`config.mk`:
```
export PLATFORM = sky130hd
export DESIGN_NAME = ram_portb_arbiter_flat
export DESIGN_NICKNAME = d
export VERILOG_FILES = /design/src/rtl/ram_portb_arbiter_if.sv /design/src/rtl/ram_portb_arbiter.sv /design/src/flat_wrapper.sv
export SDC_FILE = /design/constraint.sdc
export NUM_CORES = 1
export LEC_CHECK = 0
export BUFFER_PORTS_ARGS = -buffer_cell sky130_fd_sc_hd__buf_2
export CORE_ASPECT_RATIO = 0.6
export CORE_MARGIN = 1.5
export CORE_UTILIZATION = 45
export CTS_CLUSTER_DIAMETER = 200
export DETAILED_ROUTE_END_ITERATION = 10
export PLACE_DENSITY = 0.81
export SKIP_CTS_REPAIR_TIMING = 1
export SLEW_MARGIN = 20
export SYNTH_ARGS = -nofsm -noshare
export SYNTH_HDL_FRONTEND = slang
export SYNTH_SLANG_ARGS = --single-unit
```
`constraint.sdc`:
```
create_clock -name clk -period 1.9 [get_ports clk]
set_input_delay 0.19 -clock clk [delete_from_list [all_inputs] [get_ports clk]]
set_output_delay 0.19 -clock clk [all_outputs]
set_load 0.02 [all_outputs]
```
`src/rtl/ram_portb_arbiter_if.sv`:
```
// Requester-side bus for RAM port B: one command held with req until a single-cycle done.
// The requester drives the master modport, the arbiter the slave modport.
interface ram_portb_arbiter_if;
   logic        req;
   logic        we;
   logic [3:0]  be;
   logic [31:0] addr;
   logic [31:0] wdata;
   logic        done;
   logic [31:0] rdata;
   logic        err;

   modport master (output req, we, be, addr, wdata, input  done, rdata, err);
   modport slave  (input  req, we, be, addr, wdata, output done, rdata, err);
endinterface

```
`src/rtl/ram_portb_arbiter.sv`:
```
// Round-robin arbiter sharing RAM port B between the core and the debug loader.
// Partial stores become read-modify-write; out-of-range and zero-byte-enable stores finish without a RAM access.
module ram_portb_arbiter #(
   parameter int MEM_WORDS = 2048,
   parameter int ADDR_W    = 11
) (
   input  logic                    clk,
   input  logic                    reset,
   ram_portb_arbiter_if.slave      cpu,
   ram_portb_arbiter_if.slave      dbg,
   output logic [31:0]             ram_addr,
   output logic [3:0]              ram_web,
   output logic [31:0]             ram_din,
   input  logic [31:0]             ram_dout,
   output logic                    busy
);

   typedef enum logic [2:0] {IDLE, READ, READ_DATA, WRITE, ERR} state_t;
   typedef enum logic {OWN_CPU = 1'b0, OWN_DBG = 1'b1} owner_t;

   state_t              state, state_nx;
   owner_t              owner, last_grant;
   logic                lat_we;
   logic                lat_err;
   logic [3:0]          lat_be;
   logic [ADDR_W-1:0]   lat_idx;
   logic [31:0]         lat_wdata;
   logic [31:0]         wbuf;
   logic [31:0]         merged;

   logic                grant_valid;
   owner_t              grant_who;
   logic                sel_we;
   logic [3:0]          sel_be;
   logic [31:0]         sel_addr;
   logic [31:0]         sel_wdata;
   logic                sel_oor;

   logic                done_now;
   logic                rd_now;
   logic                err_now;
   logic                unused_addr_bits;

   assign unused_addr_bits = ^{cpu.addr[1:0], dbg.addr[1:0]};

   // Round-robin: on a tie the requester that did not win last time is granted.
   // NOTE: every signal written in an always_comb gets a default first, so no path can infer a latch.
   always_comb begin
      grant_valid = cpu.req | dbg.req;
      grant_who   = OWN_CPU;
      if (cpu.req && dbg.req)
         grant_who = (last_grant == OWN_CPU) ? OWN_DBG : OWN_CPU;
      else if (dbg.req)
         grant_who = OWN_DBG;

      sel_we    = cpu.we;
      sel_be    = cpu.be;
      sel_addr  = cpu.addr;
      sel_wdata = cpu.wdata;
      if (grant_who == OWN_DBG) begin
         sel_we    = dbg.we;
         sel_be    = dbg.be;
         sel_addr  = dbg.addr;
         sel_wdata = dbg.wdata;
      end
      sel_oor = (sel_addr[31:2] >= 30'(MEM_WORDS));
   end

   always_comb begin
      merged = '0;
      for (int k = 0; k < 4; k++)
         merged[8*k +: 8] = lat_be[k] ? lat_wdata[8*k +: 8] : ram_dout[8*k +: 8];
   end

   always_comb begin
      state_nx = state;
      unique case (state)
         IDLE: begin
            if (grant_valid) begin
               if (sel_oor)
                  state_nx = ERR;
               else if (sel_we && sel_be == 4'hF)
                  state_nx = WRITE;
               else if (sel_we && sel_be == 4'h0)
                  state_nx = ERR;
               else
                  state_nx = READ;
            end
         end
         READ:      state_nx = READ_DATA;
         READ_DATA: state_nx = lat_we ? WRITE : IDLE;
         WRITE:     state_nx = IDLE;
         ERR:       state_nx = IDLE;
         default:   state_nx = IDLE;
      endcase
   end

   // NOTE: sequential state uses non-blocking assignments so every register samples pre-edge values.
   // NOTE: this block has a plain synchronous reset; there is no storage array here, so every register is cleared.
   always_ff @(posedge clk) begin
      if (reset) begin
         state      <= IDLE;
         last_grant <= OWN_DBG;
         owner      <= OWN_CPU;
         lat_we     <= 1'b0;
         lat_err    <= 1'b0;
         lat_be     <= '0;
         lat_idx    <= '0;
         lat_wdata  <= '0;
         wbuf       <= '0;
      end else begin
         state <= state_nx;
         if (state == IDLE && grant_valid) begin
            owner      <= grant_who;
            last_grant <= grant_who;
            lat_we     <= sel_we;
            lat_be     <= sel_be;
            lat_idx    <= sel_addr[ADDR_W+1:2];
            lat_wdata  <= sel_wdata;
            lat_err    <= sel_oor;
            if (!sel_oor && sel_we && sel_be == 4'hF)
               wbuf <= sel_wdata;
         end else if (state == READ_DATA && lat_we) begin
            wbuf <= merged;
         end
      end
   end

   // Completion and RAM write strobe are masked by reset so an aborted transaction leaves no trace.
   assign done_now = !reset && ((state == WRITE) || (state == ERR) ||
                                (state == READ_DATA && !lat_we));
   assign rd_now   = !reset && (state == READ_DATA) && !lat_we;
   assign err_now  = !reset && (state == ERR) && lat_err;

   assign cpu.done  = done_now && (owner == OWN_CPU);
   assign cpu.err   = err_now  && (owner == OWN_CPU);
   assign cpu.rdata = (rd_now && owner == OWN_CPU) ? ram_dout : 32'h0;
   assign dbg.done  = done_now && (owner == OWN_DBG);
   assign dbg.err   = err_now  && (owner == OWN_DBG);
   assign dbg.rdata = (rd_now && owner == OWN_DBG) ? ram_dout : 32'h0;

   assign ram_addr = {{(30-ADDR_W){1'b0}}, lat_idx, 2'b00};
   assign ram_din  = wbuf;
   assign ram_web  = (state == WRITE && !reset) ? 4'hF : 4'h0;
   assign busy     = (state != IDLE);

endmodule

```
`src/flat_wrapper.sv`:
```
// flat-port wrapper written by rule: the top's interface ports become plain ports
module ram_portb_arbiter_flat 
#(
   parameter int MEM_WORDS = 2048,
   parameter int ADDR_W    = 11
)
  (clk, reset, ram_addr, ram_web, ram_din, ram_dout, busy, cpu_req, cpu_we, cpu_be, cpu_addr, cpu_wdata, cpu_done, cpu_rdata, cpu_err, dbg_req, dbg_we, dbg_be, dbg_addr, dbg_wdata, dbg_done, dbg_rdata, dbg_err);
  ram_portb_arbiter_if cpu_i ();
  ram_portb_arbiter_if dbg_i ();
  input  logic clk;
  input  logic reset;
  output logic [31:0] ram_addr;
  output logic [3:0] ram_web;
  output logic [31:0] ram_din;
  input  logic [31:0] ram_dout;
  output logic busy;
  input wire logic [$bits(cpu_i.req)-1:0] cpu_req;
  input wire logic [$bits(cpu_i.we)-1:0] cpu_we;
  input wire logic [$bits(cpu_i.be)-1:0] cpu_be;
  input wire logic [$bits(cpu_i.addr)-1:0] cpu_addr;
  input wire logic [$bits(cpu_i.wdata)-1:0] cpu_wdata;
  output wire logic [$bits(cpu_i.done)-1:0] cpu_done;
  output wire logic [$bits(cpu_i.rdata)-1:0] cpu_rdata;
  output wire logic [$bits(cpu_i.err)-1:0] cpu_err;
  input wire logic [$bits(dbg_i.req)-1:0] dbg_req;
  input wire logic [$bits(dbg_i.we)-1:0] dbg_we;
  input wire logic [$bits(dbg_i.be)-1:0] dbg_be;
  input wire logic [$bits(dbg_i.addr)-1:0] dbg_addr;
  input wire logic [$bits(dbg_i.wdata)-1:0] dbg_wdata;
  output wire logic [$bits(dbg_i.done)-1:0] dbg_done;
  output wire logic [$bits(dbg_i.rdata)-1:0] dbg_rdata;
  output wire logic [$bits(dbg_i.err)-1:0] dbg_err;
  assign cpu_i.req = cpu_req;
  assign cpu_i.we = cpu_we;
  assign cpu_i.be = cpu_be;
  assign cpu_i.addr = cpu_addr;
  assign cpu_i.wdata = cpu_wdata;
  assign cpu_done = cpu_i.done;
  assign cpu_rdata = cpu_i.rdata;
  assign cpu_err = cpu_i.err;
  assign dbg_i.req = dbg_req;
  assign dbg_i.we = dbg_we;
  assign dbg_i.be = dbg_be;
  assign dbg_i.addr = dbg_addr;
  assign dbg_i.wdata = dbg_wdata;
  assign dbg_done = dbg_i.done;
  assign dbg_rdata = dbg_i.rdata;
  assign dbg_err = dbg_i.err;
  ram_portb_arbiter #(.MEM_WORDS(MEM_WORDS), .ADDR_W(ADDR_W)) u_core (.clk(clk), .reset(reset), .cpu(cpu_i), .dbg(dbg_i), .ram_addr(ram_addr), .ram_web(ram_web), .ram_din(ram_din), .ram_dout(ram_dout), .busy(busy));
endmodule
```
==> results.toml, run 1 <==
[cts]
htreeDepth = 3
cts_buffers = 9
cts_sinks = 86
path_clk_slew_ns = 0.07
cts_tree = "done"
cts_buffer_depth = 2
clk_latency_ns = 0.34
root_buffer = "clkbuf_16"

[synth]
ys_top_cells_by_area = "dfxtp_1 33%, a311oi_1 13%, nand2_1 9.6%, nand4b_1 5.3%, a211oi_1 4.7%"
avgSynthCellArea_sq_um = 7.588
yosysTopAreaCell = "dfxtp_1"
synth_warnings = 0
synthFlopType = "dfxtp_1"
synthArstFlopShare_pct = 0
syn-instance-count = 697
ys_seq_area_share_pct = 32.55
netlist_area_sq_um = 5289
synth-seq-cells = 86
synth_top_area_share_pct = 32.55
synth_most_common_cell = "nand2_1"
synth_edf_count = 0
synth_common_cells = "135 x nand2_1, 86 x dfxtp_1, 80 x a311oi_1"
netlist-cell-type-count = 37

[die]
die_height_microns = 86.98
ios = 311
die_x_microns = 143.0
placementRows = 30
dieArea_sq_um = 12430
core_sq_um = 11370
initial_core_util_pct = 46.50

[setup_path]
cp-end-kind = "output port"
cp_num_buf_inv = 2
path_cells = "nand2b_4 > nor4_4 > nor2b_4 > buf_12 > and2_1 > buf_4"
timing_worst_setup_path_type = "register to output port"
crit_family = "simple AND/OR/NAND/NOR gates"
path_max_fanout = 18
arrival_ns = 1.90
cp_data_required_time_ns = 1.71
cpMaxStageDelayCell = "dfxtp_4"
reg2reg_slack_ns = -0.04
slowest_delay_ns = 0.35
start_kind = "register"

[sta]
hold_violations = 0
drv_slew = 0
period_share_pct = 109.8
grt_setup_unrepaired = "true"
period_minus_slack_ns = 2.086
slew_headroom_pct = 55.38
finalWorstSetupSlack_ns = -0.1862
skew_ns = 0.01060
tightest_slew_ns = 0.6684
clock.fmax_mhz = 479.3
finalSetupViolCount = 66

[route]
avgViaCountPerCell = 5.789
drc = 0
drt-met1-wl_microns = 9140
wl_met3_microns = 2044
wl_met2_microns = 9736
top_layer_used = "met5"
first_pass_iters = 5
wl_microns = 21350
dr_total_vias = 6634
dr.first_iter.drc_count = 499
antenna_left = 0
avgRoutedWirePerCell_microns = 18.63

[status]
status = "finished with violations"
failed_checks = "negative setup slack"

[hold_path]
hold_class = "input port to register"

[placed_design]
place_hpwl_microns = 13880
place_area_sq_um = 6887
gp_congestion = 0.8996
numPortBuffers = 285

[layout]
fillers = 901
antenna_cells = 0
regArea_sq_um = 1727
drive_gt1_share_pct = 40.47
syn2layout_area_growth_pct = 53.02
fin_area_sq_um = 8093
fin_nets = 1155
multiInputGateArea_sq_um = 3293

[grt]
grt_max_degree = 48
grt_usage_pct = 29.94
antenna_found_initial = 1
grt-ovfl-total = 0
grt_first_pass_wirelength_microns = 28860
grt_pass1_vias = 5545

[power_and_ir_drop]
leakage_nw = 3.878
p_per_area_nw_per_um2 = 621.7
total_power_w = 0.005032
ir_worst_vdd_v = 0.0005157

[run]
maxCapViolCount = 0
[routing by layer]
metal | vias up | track usage, %
li1 | 3084 | -
met1 | 3079 | 40.72
met2 | 417 | 48.44
met3 | 52 | 6.212
met4 | 2 | 7.873
met5 | - | 0
[cell usage in the layout (no fill, tap or decap), drive strengths merged]
cell type,instances
and3,34
nand4b,32
nor2,58
nor4,11
o21bai,1
a21bo,1
o211ai,1
dfxtp,86
a22oi,2
o211a,1
nor3,7
conb,21
a311oi,80
o31ai,1
inv,5
and2,32
nor3b,3
nand2,135
nand3b,1
buf,336
nor2b,34
clkbuf,18
nand3,3
bufinv,1
a21oi,5
a211oi,33
o21ai,34
nand4,3
or3,1
a21boi,2
nand2b,2
clkinv,2
[worst min-delay path: stages]
cell and delay, ns:
buf_2 0.09, nand2_1 0.04, a311oi_1 0.07
[cell families after synthesis]
group	synth area share (%)
other	0.07090
AO/OA/AOI/OAI	23.21
buffers and inverters	9.345
AND/OR/NAND/NOR	34.82
flip-flops	32.55
[through the flow]
| step | TNS (ns) | instances | setup slack [ns] | hold slack [ns] | utilization (%) |
|---|---|---|---|---|---|
| global placement | 0 | 1104 | 0.09235 | 0.4448 | 60.55 |
| finish | -7.971 | 1146 | -0.1862 | 0.1080 | 71.16 |
| detailed placement | 0 | 1104 | 0.04793 | 0.4608 | 60.55 |
| CTS | -12.28 | 1120 | -0.3163 | 0.09924 | 63.22 |
| global route | -16.17 | 1146 | -0.2689 | 0.1157 | 71.16 |
| floorplan | 0 | 717 | 0.06031 | 0.3490 | - |
[report_power, final]
part	switching (W)	internal [W]	total (W)	leakage, nW
logic	0.000634	0.000555	0.00119	3.02
clock network	0.000788	0.00104	0.00183	0.151
registers	0.000105	0.00191	0.00202	0.707
[flip-flops by register name, indices dropped and copies added, names as in the netlist]
name and count:
u_core.ram_din 32, u_core.state 3, u_core.last_grant 1, u_core.owner 1
u_core.lat_we 1, u_core.lat_be 4, u_core.lat_err 1, u_core.lat_wdata 32
u_core.lat_idx 11
[path summary, 6_finish.rpt]
path	cells after the start	from	end
setup / recovery	6	u_core.state[0]$_SDFFE_PP0P_	cpu_rdata[31]
hold / removal	3	dbg_addr[3]	u_core.lat_idx[1]$_SDFFE_PP0P_
setup reg to reg	10	u_core.state[0]$_SDFFE_PP0P_	u_core.ram_din[27]$_SDFFE_PP0P_
hold reg to reg	2	u_core.ram_din[12]$_SDFFE_PP0P_	u_core.ram_din[12]$_SDFFE_PP0P_
[final cells by class]
class	instances	area share [%]
clock buffers	9	2.783
flip-flops and latches	86	21.34
repair buffers	345	31.69
multi-input cells	538	40.69
well taps	160	2.474
inverters	1	0.04638
clock inverters	7	0.9740
(Power assumes the default switching activity.)
==> inputs of run 2 (changes only) <==
Settings changed: CORE_AREA from default to 2 2 122 124, CORE_ASPECT_RATIO 0.6 to default, CORE_MARGIN 1.5 to default, CORE_UTILIZATION 45 to default, DIE_AREA from default to 0 0 124 126, PLACE_DENSITY 0.81 to 0.69.
==> run 2 against run 1 <==
The run still ends with negative setup slack left. Clock skew is 0.0021 ns lower. Worst hold slack worse by 0.013 ns. Critical endpoint is now cpu_rdata[18]. Sequential cell count is the same. Count of clock-buffer cells in the layout is the same. First-iteration DRC count fell by 25%. Combinational power fell by 12%. Highest routed layer is now met4.
==> results.toml, run 2 (synthesis results as in run 1) <==
[layout]
antenna_cells = 0
most-common-layout-cells = "220 x buf_2, 135 x nand2_1, 82 x dfxtp_1"
drive_gt1_share_pct = 39.69
layout_commonest_cell = "buf_2"
fin_nets = 1144
stdcell_count = 1159
syn2layout_area_growth_pct = 49.18
fin_area_sq_um = 7890
fillers = 1374

[grt]
grt-ovfl-total = 0
grt_max_degree = 90
grt_first_pass_wirelength_microns = 27890
grt_usage_pct = 22.93
grt_pass1_vias = 5425
antenna_found_initial = 0

[placed_design]
numPortBuffers = 285
gp_congestion = 0.8244
place_hpwl_microns = 13350
dp.cells = 1134
place_area_sq_um = 6924

[route]
wl_met3_microns = 1356
dr.first_iter.drc_count = 372
first_pass_iters = 7
antenna_left = 0
top_layer_used = "met4"
wl_met2_microns = 10160
drt-met1-wl_microns = 8100
avgRoutedWirePerCell_microns = 17.13
drc = 0
avgViaCountPerCell = 5.356
wl_microns = 19850
dr_total_vias = 6208

[setup_path]
rr_worst_depth = 8
timing_worst_setup_path_type = "register to output port"
cp-end-kind = "output port"
timing.rr.end = "u_core.ram_din[29]$_SDFFE_PP0P_"
cp-startpoint = "u_core.state[0]$_SDFFE_PP0P_"
r2r_start = "u_core.state[1]$_SDFFE_PP0P_"
reg2reg_slack_ns = 0.18
crit_path_end = "cpu_rdata[18]"
path_max_fanout = 17
arrival_ns = 1.74
start_kind = "register"
cp_data_required_time_ns = 1.71

[hold_path]
hold_class = "input port to register"
whs_path_depth = 3

[sta]
skew_ns = 0.008517
finalWorstSetupSlack_ns = -0.03040
finalSetupViolCount = 11
period_minus_slack_ns = 1.930
fin_setup_tns_ns = -0.1070
grt_setup_unrepaired = "true"
period_share_pct = 101.6
tightest_slew_ns = 0.8506
drv_slew = 0
slew_headroom_pct = 43.29
hold_violations = 0
clock.fmax_mhz = 518.0

[cts]
clk_latency_ns = 0.35
cts_tree = "done"
cts_buffer_depth = 2
cts_buffers = 9
root_buffer = "clkbuf_16"
htreeDepth = 3
path_clk_slew_ns = 0.07
cts_sinks = 86

[die]
initial_core_util_pct = 36.95
die_height_microns = 126
core_sq_um = 14310
ios = 311
die_x_microns = 124
dieArea_sq_um = 15620
placementRows = 44

[run]
maxCapViolCount = 0

[status]
failed_checks = "negative setup slack"
status = "finished with violations"

[power_and_ir_drop]
ir_worst_vdd_v = 0.0005220
total_power_w = 0.004837
leakage_nw = 3.722
p_per_area_nw_per_um2 = 613.1
[run 2: changes by cell type in the layout (fill, tap and decap cells not counted), moves of 3 or more]
cell | before | now
and2_1 | 24 | 32
and2_4 | 8 | 0
and3_1 | 17 | 10
and3_4 | 17 | 24
buf_2 | 227 | 220
buf_4 | 39 | 45
clkbuf_16 | 18 | 12
buf_12 | 10 | 7
[run 2: worst min path at each step]
stage / startpoint / to
after floorplan: dbg_be[3] / u_core.lat_be[3]$_SDFFE_PP0P_
after global placement: u_core.lat_err$_SDFFE_PP0P_ / u_core.lat_err$_SDFFE_PP0P_
after detailed placement: dbg_addr[2] / u_core.lat_idx[0]$_SDFFE_PP0P_
after CTS: dbg_addr[3] / u_core.lat_idx[1]$_SDFFE_PP0P_
after global routing: dbg_addr[8] / u_core.lat_idx[6]$_SDFFE_PP0P_
final: dbg_addr[3] / u_core.lat_idx[1]$_SDFFE_PP0P_
[run 2: through the flow]
step | utilization, % | hold WS (ns) | setup slack, ns
global placement | 48.37 | 0.4487 | 0.1507
detailed placement | 48.37 | 0.4612 | 0.09434
floorplan | - | 0.3490 | 0.06031
finish | 55.12 | 0.09516 | -0.03040
CTS | 50.45 | 0.08692 | -0.1698
global route | 55.12 | 0.09466 | -0.1655
[run 2: routing by layer]
layer | up-vias | global-route usage (%)
li1 | 3059 | -
met1 | 2873 | 28.47
met2 | 262 | 39.98
met3 | 14 | 4.891
met4 | 0 | 5.882
met5 | - | 0
[run 2: layout make-up]
type	count	area [sq um]	share of cell area (%)
well taps	184	230.2	2.918
clock buffers	9	225.2	2.854
flip-flops and latches	86	1732	21.95
clock inverters	7	72.57	0.9198
inverters	1	3.754	0.04757
repair buffers	334	2330	29.53
multi-input cells	538	3297	41.79
[run 2: power by group]
part | internal, W | switching [W] | leakage (nW) | total, W
combinational | 0.000455 | 0.000599 | 2.87 | 0.00105
sequential | 0.00191 | 0.0000694 | 0.708 | 0.00198
clock | 0.00102 | 0.000780 | 0.142 | 0.00180
total | 0.00339 | 0.00145 | 3.72 | 0.00484
[run 2: worst max-delay path: stages, from the launching register on]
cell      delay (ns)
dfxtp_4         0.36
nand2b_4        0.15
nor4_4          0.18
nor2b_4         0.24
buf_8           0.17
and2_1          0.17
buf_6           0.13
==> inputs of run 3 (changes only) <==
Settings changed: GPL_ROUTABILITY_DRIVEN from default to 0, TNS_END_PERCENT from default to 10.
==> run 3 against run 2 <==
The flow still finishes with violations (negative setup slack). Non-clock buffer count fell by 3. Worst hold slack improved by 0.0037 ns. Largest cell class unchanged. Routed wire length fell by 2.3%. Via count fell by 1.0%. Utilization fell by 1.1 points. First-iteration DRC count rose by 1.6%. Critical path type unchanged. Cell area fell by 2.0%. Critical path depth did not move. Register-to-register slack got worse by 0.04 ns. Clock power barely moved.
==> results.toml, run 3 (synthesis results as in run 1) <==
[sta]
hold_violations = 0
drv_slew = 0
period_share_pct = 101.8
skew_ns = 0.009271
tightest_slew_ns = 0.8310
clock.fmax_mhz = 517.1
period_minus_slack_ns = 1.934
fin_setup_tns_ns = -0.1031
slew_headroom_pct = 44.60
finalSetupViolCount = 9
grt_setup_unrepaired = "true"
finalWorstSetupSlack_ns = -0.03370

[die]
placementRows = 44
ios = 311
initial_core_util_pct = 36.95
core_sq_um = 14310
die_height_microns = 126
dieArea_sq_um = 15620
die_x_microns = 124

[route]
drc = 0
first_pass_iters = 5
wl_microns = 19380
avgRoutedWirePerCell_microns = 16.77
dr_total_vias = 6146
antenna_left = 0
avgViaCountPerCell = 5.317
dr.first_iter.drc_count = 378

[layout]
fin_area_sq_um = 7732
drive_gt1_share_pct = 37.55
fin_nets = 1141
syn2layout_area_growth_pct = 46.20
fillers = 1400
most-common-layout-cells = "220 x buf_2, 135 x nand2_1, 82 x dfxtp_1"
layout_commonest_cell = "buf_2"
antenna_cells = 0
regArea_sq_um = 1732
multiInputGateArea_sq_um = 3202
post-route-util_pct = 54.02
stdcell_count = 1156

[grt]
antenna_found_initial = 0
grt_pass1_vias = 5425
grt_usage_pct = 22.93
grt_first_pass_wirelength_microns = 27890
grt_max_degree = 90
grt-ovfl-total = 0

[hold_path]
whs_path_depth = 3
hp-start = "dbg_addr[3]"
holdPathEnd = "u_core.lat_idx[1]$_SDFFE_PP0P_"
hold_class = "input port to register"

[cts]
cts_sinks = 86
path_clk_slew_ns = 0.07
root_buffer = "clkbuf_16"
cts_buffer_depth = 2
clk_latency_ns = 0.35
cts_buffers = 9
cts_tree = "done"
htreeDepth = 3

[setup_path]
path_max_fanout = 17
cpMaxStageDelayCell = "dfxtp_4"
path_cells = "nand2b_4 > nor4_4 > nor2b_4 > buf_8 > and2_1 > buf_6"
r2r_start = "u_core.state[1]$_SDFFE_PP0P_"
arrival_ns = 1.74
timing_worst_setup_path_type = "register to output port"
cp_data_required_time_ns = 1.71
slowest_delay_ns = 0.36
timing.rr.end = "u_core.lat_idx[3]$_SDFFE_PP0P_"
start_kind = "register"
reg2reg_slack_ns = 0.14
rr_worst_depth = 7
cp-end-kind = "output port"

[placed_design]
dp.cells = 1134
place_area_sq_um = 6924
place_hpwl_microns = 13350
preCtsSetupSlack_ns = 0.09434
numPortBuffers = 285

[status]
status = "finished with violations"
failed_checks = "negative setup slack"

[power_and_ir_drop]
leakage_nw = 3.733
ir_worst_vdd_v = 0.0005202
p_per_area_nw_per_um2 = 622.0

[run]
maxCapViolCount = 0
-- run 3: changes by cell type in the layout (fill, tap and decap cells not counted) --
cell / before / now
buf_4: 45 / 48
buf_6: 56 / 52
and3_1: 10 / 29
buf_8: 3 / 2
clkbuf_16: 12 / 11
and3_4: 24 / 5
-- run 3: worst max path at each step --
| stage | start | end | slack [ns] | depth (start not counted) |
|---|---|---|---|---|
| after floorplan | reset | ram_web[1] | 0.06 | 5 |
| after global placement | u_core.state[0]$_SDFFE_PP0P_ | u_core.ram_din[10]$_SDFFE_PP0P_ | 0.15 | 8 |
| after detailed placement | u_core.state[0]$_SDFFE_PP0P_ | u_core.lat_idx[3]$_SDFFE_PP0P_ | 0.09 | 7 |
| after CTS | u_core.state[1]$_SDFFE_PP0P_ | dbg_rdata[27] | -0.17 | 5 |
| after global routing | u_core.state[0]$_SDFFE_PP0P_ | cpu_rdata[14] | -0.16 | 6 |
| final | u_core.state[0]$_SDFFE_PP0P_ | cpu_rdata[18] | -0.03 | 6 |
-- run 3: per-layer routing --
metal | wire length, microns | track usage [%]
met5 | 0 | 0
met4 | 194 | 5.882
met3 | 1223 | 4.891
met2 | 9914 | 39.98
met1 | 8052 | 28.47
-- run 3: per-stage QoR --
step	power [W]	hold WS, ns
2_1_floorplan	0.002661	0.3490
3_3_place_gp	0.003035	0.4487
3_5_place_dp	0.003044	0.4612
4_1_cts	0.004854	0.08692
5_1_grt	0.005035	0.09466
6_report	0.004809	0.09885
-- run 3: layout make-up --
type,instances,share of cell area (%)
clock buffers,9,2.913
clock inverters,7,0.9385
inverters,1,0.04854
multi-input cells,538,41.41
flip-flops and latches,86,22.39
well taps,184,2.977
repair buffers,331,29.32
-- run 3: worst max-delay path: cells and delay by family, from the launching register on --
| kind | cells | cell delay (ns) |
|---|---|---|
| buf+inv | 2 | 0.30 |
| simple gates | 4 | 0.74 |
| flops | 1 | 0.36 |
-- run 3: report_power, final --
group          total, W  internal [W]  leakage [nW]  switching (W)
registers       0.00198       0.00191         0.708      0.0000690
logic           0.00103      0.000443          2.88       0.000585
clock network   0.00180       0.00102         0.142       0.000777
total           0.00481       0.00338          3.73        0.00143
